===== config.mk =====
export PLATFORM = sky130hd
export DESIGN_NAME = sprite_blitter
export DESIGN_NICKNAME = d
export VERILOG_FILES = /design/src/rtl/sprite_blitter.sv
export SDC_FILE = /design/constraint.sdc
export NUM_CORES = 1
export LEC_CHECK = 0
export ABC_AREA = 1
export BUFFER_PORTS_ARGS = -buffer_cell sky130_fd_sc_hd__buf_2
export CORE_MARGIN = 5
export CORE_UTILIZATION = 50
export CTS_CLUSTER_DIAMETER = 80
export DETAILED_ROUTE_END_ITERATION = 10
export GPL_TIMING_DRIVEN = 1
export PLACE_DENSITY = 0.77
export SYNTH_ARGS = -nofsm -noshare
export SYNTH_HDL_FRONTEND = slang
export SYNTH_SLANG_ARGS = --single-unit
export TNS_END_PERCENT = 20

===== constraint.sdc =====
create_clock -name clk -period 3.34 [get_ports clk]
set_input_delay 0.501 -clock clk [delete_from_list [all_inputs] [get_ports clk]]
set_output_delay 0.501 -clock clk [all_outputs]
set_load 0.02 [all_outputs]

===== src/rtl/sprite_blitter.sv =====
// sprite_blitter: streams an anchored, optionally mirrored sprite from a synchronous ROM
// as one clipped, transparency-filtered plot slot per texel.
module sprite_blitter #(
    parameter int SPR_W_LOG2  = 3,
    parameter int SPR_H_LOG2  = 3,
    parameter int X_WIDTH     = 8,
    parameter int Y_WIDTH     = 7,
    parameter int SCREEN_W    = 160,
    parameter int SCREEN_H    = 120,
    parameter int ID_WIDTH    = 4,
    parameter int PIX_WIDTH   = 4,
    parameter int TRANSPARENT = 0,
    localparam int ADDR_W     = ID_WIDTH + SPR_H_LOG2 + SPR_W_LOG2
) (
    input  logic                 clk,
    input  logic                 resetn,
    input  logic                 start,
    input  logic [X_WIDTH-1:0]   x_in,
    input  logic [Y_WIDTH-1:0]   y_in,
    input  logic [ID_WIDTH-1:0]  sprite_id_in,
    input  logic                 flip_h_in,
    input  logic                 flip_v_in,
    output logic                 busy,
    output logic                 done,
    output logic [ADDR_W-1:0]    rom_addr,
    input  logic [PIX_WIDTH-1:0] rom_data,
    output logic                 plot,
    output logic [X_WIDTH-1:0]   x_out,
    output logic [Y_WIDTH-1:0]   y_out,
    output logic [PIX_WIDTH-1:0] pix_out
);
    localparam int CW = SPR_W_LOG2 + SPR_H_LOG2;

    typedef enum logic [1:0] {IDLE, RUN, LAST} state_t;

    state_t                state, state_n;
    logic [CW-1:0]         c;
    logic [X_WIDTH-1:0]    xa;
    logic [Y_WIDTH-1:0]    ya;
    logic [ID_WIDTH-1:0]   id;
    logic                  fh, fv;
    logic [SPR_W_LOG2-1:0] px, sx, px_q;
    logic [SPR_H_LOG2-1:0] py, sy, py_q;
    logic                  v_q, done_q;
    logic [X_WIDTH:0]      sum_x;
    logic [Y_WIDTH:0]      sum_y;

    assign px = c[SPR_W_LOG2-1:0];
    assign py = c[CW-1:SPR_W_LOG2];
    // Sprite dimensions are powers of two, so W-1-px is just the bitwise complement.
    assign sx = fh ? ~px : px;
    assign sy = fv ? ~py : py;
    assign sum_x = (X_WIDTH+1)'(xa) + (X_WIDTH+1)'(px_q);
    assign sum_y = (Y_WIDTH+1)'(ya) + (Y_WIDTH+1)'(py_q);

    always_ff @(posedge clk or negedge resetn) begin
        if (!resetn) begin
            state  <= IDLE;
            c      <= '0;
            xa     <= '0;
            ya     <= '0;
            id     <= '0;
            fh     <= 1'b0;
            fv     <= 1'b0;
            px_q   <= '0;
            py_q   <= '0;
            v_q    <= 1'b0;
            done_q <= 1'b0;
        end else begin
            state  <= state_n;
            done_q <= state == LAST;
            v_q    <= state == RUN;
            px_q   <= px;
            py_q   <= py;
            c      <= (state == RUN) ? c + CW'(1) : '0;
            if (state == IDLE && start) begin
                xa <= x_in;
                ya <= y_in;
                id <= sprite_id_in;
                fh <= flip_h_in;
                fv <= flip_v_in;
            end
        end
    end

    always_comb begin
        state_n  = (state == IDLE && start) ? RUN :
                   (state == RUN && &c)     ? LAST :
                   (state == LAST)          ? IDLE : state;
        busy     = state != IDLE;
        done     = done_q;
        rom_addr = (state == RUN) ? {id, sy, sx} : '0;
        // v_q marks that rom_data belongs to the texel whose coordinates sit in px_q/py_q.
        plot     = v_q && rom_data != PIX_WIDTH'(TRANSPARENT) &&
                   int'(sum_x) < SCREEN_W && int'(sum_y) < SCREEN_H;
        x_out    = plot ? sum_x[X_WIDTH-1:0] : '0;
        y_out    = plot ? sum_y[Y_WIDTH-1:0] : '0;
        pix_out  = plot ? rom_data : '0;
    end
endmodule

==> results.sh <==
export IMPL_drc_errors=0
export IMPL_p_sw_share_pct=18.66
export IMPL_area_delta_synth_final_pct=21.86
export IMPL_worstPathArrival_ps=2440
export IMPL_grt_first_pass_wirelength_um=7617
export IMPL_post_route_period_util_pct=88.01
export IMPL_grt_usage_pct=17.81
export IMPL_p_comb_share_pct=2.9
export IMPL_seq_power_share_pct=48.2
export IMPL_syn_avg_cell_area_um2=8.286
export IMPL_io_pins=60
export IMPL_synth_cells=257
export IMPL_synth_seq_area_share_pct=43.48
export IMPL_switchingPower_uw=173.5
export IMPL_rsz0062_at_grt="no"
export IMPL_place_gp_congestion=0.7584
export IMPL_grt_overflow=0
export IMPL_finalCriticalPeriod_ps=2940
export IMPL_cts_sinks=37
export IMPL_clock_root_buffer="clkbuf_8"
export IMPL_synth_seq_cells=37
export IMPL_drive_gt1_share_pct=32.29
export IMPL_max_slew_margin_rel_pct=34.36
export IMPL_ys_warn_count=0
export IMPL_hpwl_um=3412
export IMPL_p_int_uw=756.1
export IMPL_antenna_cells=0
export IMPL_finalNetCount=355
export IMPL_post_cts_setup_buffer_count=0
export IMPL_portBuffers=59
export IMPL_die_x_um=75.26
export IMPL_start_kind="flip-flop"
export IMPL_max_cap_viol_count=0
export IMPL_worstSetupPathType="reg2out"
export IMPL_crit_fanout=18
export IMPL_ctsResizeCount=0
export IMPL_finalHoldViolCount=0
export IMPL_die_h_um=75.26
export IMPL_cts_tree="yes"
export IMPL_cts_hold_buf=0
export IMPL_vdd_drop_max_uv=315.6
export IMPL_worst_pin_slew_ps=982.3
export IMPL_first_pass_iters=4
export IMPL_p_leak_nw=1.475
export IMPL_vias=1785
export IMPL_antenna_left=0
export IMPL_syn_area_mm2=0.002130
export IMPL_fmax_mhz=340.2
export IMPL_ys_types=25
export IMPL_antenna_found_initial=0
export IMPL_powerDensity_mw_per_mm2=358.2
export IMPL_avgRoutedWirePerCell_um=11.95
export IMPL_finClkSkew_ps=3.518
export IMPL_numCtsBuffers=5
export IMPL_drt_iter0_markers=90
export IMPL_status="complete, no violations"
export IMPL_setup_viol=0
export IMPL_fin_setup_tns_ps=0
export IMPL_synth_nets=294
export IMPL_drv_slew=0
export IMPL_rows=23
export IMPL_pwr_share_clk_pct=49.0
export IMPL_cts_buffer_depth=2
export IMPL_clkTransAtPathRegs_ps=70
export IMPL_dieArea_mm2=0.005664
export IMPL_cp_end_kind="output port"
export IMPL_routed_wl_um=4409
export IMPL_start_util_pct=52.48
export IMPL_coreArea_mm2=0.004058
export IMPL_fin_area_mm2=0.002595
export IMPL_htreeDepth=2
export IMPL_grt_max_degree=38
export IMPL_viasPerCell=4.837
export IMPL_grt_pass1_vias=1801
export IMPL_clk_latency_ps=290
export IMPL_cp_data_required_time_ps=2840
export IMPL_hp_class="in2async"
export IMPL_place_area_mm2=0.002461
layout by cell type, fill, tap and decap left out, drive strengths merged:
cell type / netlist / routed
bufinv: 0 / 2
nor2: 57 / 57
ha: 7 / 7
clkinv: 0 / 1
fa: 2 / 2
buf: 4 / 60
nand4: 5 / 5
a21oi: 15 / 15
clkbuf: 2 / 5
dfrtp: 37 / 37
nor3: 1 / 1
o21ai: 4 / 4
xor2: 4 / 4
nand2: 44 / 44
nand3: 16 / 16
a31oi: 1 / 1
xnor2: 8 / 8
inv: 39 / 39
mux2: 10 / 10
and3: 1 / 1
flip-flops by register name (all words and copies together) (netlist names):
name and count:
px_q 3, xa 8, done 1, ya 7, v_q 1, fh 1
state 2, id 4, py_q 3, c 6, fv 1
per-layer routing:
layer	share of wire (%)	track usage [%]	routed length [um]
met5	0	0	0
met1	44	20.82	1951
met2	48	31.24	2124
met4	1.5	6.990	67
met3	6.0	4.539	266
stage by stage:
step           utilization [%]  setup WS, ps  hold slack [ps]  instances  total power, mW
2_1_floorplan                -         922.0            205.4        257           0.4593
4_1_cts                  63.95         378.0            318.8        369           0.9417
6_report                 63.95         400.4            290.3        369           0.9296
5_1_grt                  63.95         144.9            359.9        369           0.9679
3_5_place_dp             60.65         716.6            457.1        361           0.4841
3_3_place_gp             60.65         772.1            438.4        361           0.4834
cell families (layout without fill, tap and decap cells):
logic type	after synthesis	count (layout)	share of synthesized area, %
DFF	37	37	43.48
buffers and inverters	45	107	8.461
xor gates and xnor gates	12	12	4.935
and+or+nand+nor	124	124	26.38
AOI/OAI and AO/OA	20	20	5.465
muxes	10	10	5.288
adders and majority gates	9	9	5.993
worst paths after layout:
check / cells after the start / slack [ps] / start / end
setup / recovery: 11 / 400 / xa[0] / x_out[4]
hold / removal: 1 / 290 / resetn / xa[7]
setup reg to reg: 5 / 1520 / state[0] / xa[1]
hold reg to reg: 0 / 470 / c[3] / py_q[0]
max in group asynchronous: 1 / 2540 / resetn / state[0]
min in group clk: 2 / 440 / y_in[0] / ya[0]
Yosys cell counts (all sizes together):
library cell / number / area share (%)
a21oi: 15 / 3.7
a31oi: 1 / 0.29
and3: 1 / 0.29
buf: 4 / 1.2
clkbuf: 2 / 0.35
dfrtp: 37 / 43
fa: 2 / 1.9
ha: 7 / 4.1
inv: 39 / 6.9
mux2: 10 / 5.3
nand2: 44 / 8.6
nand3: 16 / 4.3
nand4: 5 / 1.5
nor2: 57 / 11
nor3: 1 / 0.23
o21ai: 4 / 1.5
xnor2: 8 / 3.3
xor2: 4 / 1.6
critical path, stage by stage, from the launching register on:
cell and delay (ps):
dfrtp_1 350, ha_1 170, inv_1 60, fa_1 430, o21ai_4 210, nand3_1 80, nand2_1 100, nand2_1 70
nand2_2 90, nand3_4 230, nor2_1 170, buf_2 180
final cells by class:
class,count,area (um2)
multi-input cells,175,1023
flip-flops and latches,37,925.9
fillers,364,1463
clock inverters,3,65.06
repair buffers,60,302.8
well taps,50,62.56
clock buffers,5,68.82
inverters,39,146.4
power by group through the flow:
stage / Combinational (mW) / Sequential, mW / Clock [mW]
after detailed placement: 0.0277 / 0.456 / 0
after global routing: 0.0313 / 0.447 / 0.489
after floorplan: 0.00273 / 0.457 / 0
after CTS: 0.0278 / 0.448 / 0.466
after global placement: 0.0270 / 0.456 / 0
final: 0.0267 / 0.448 / 0.455
Power figures use the tool's default switching activity.
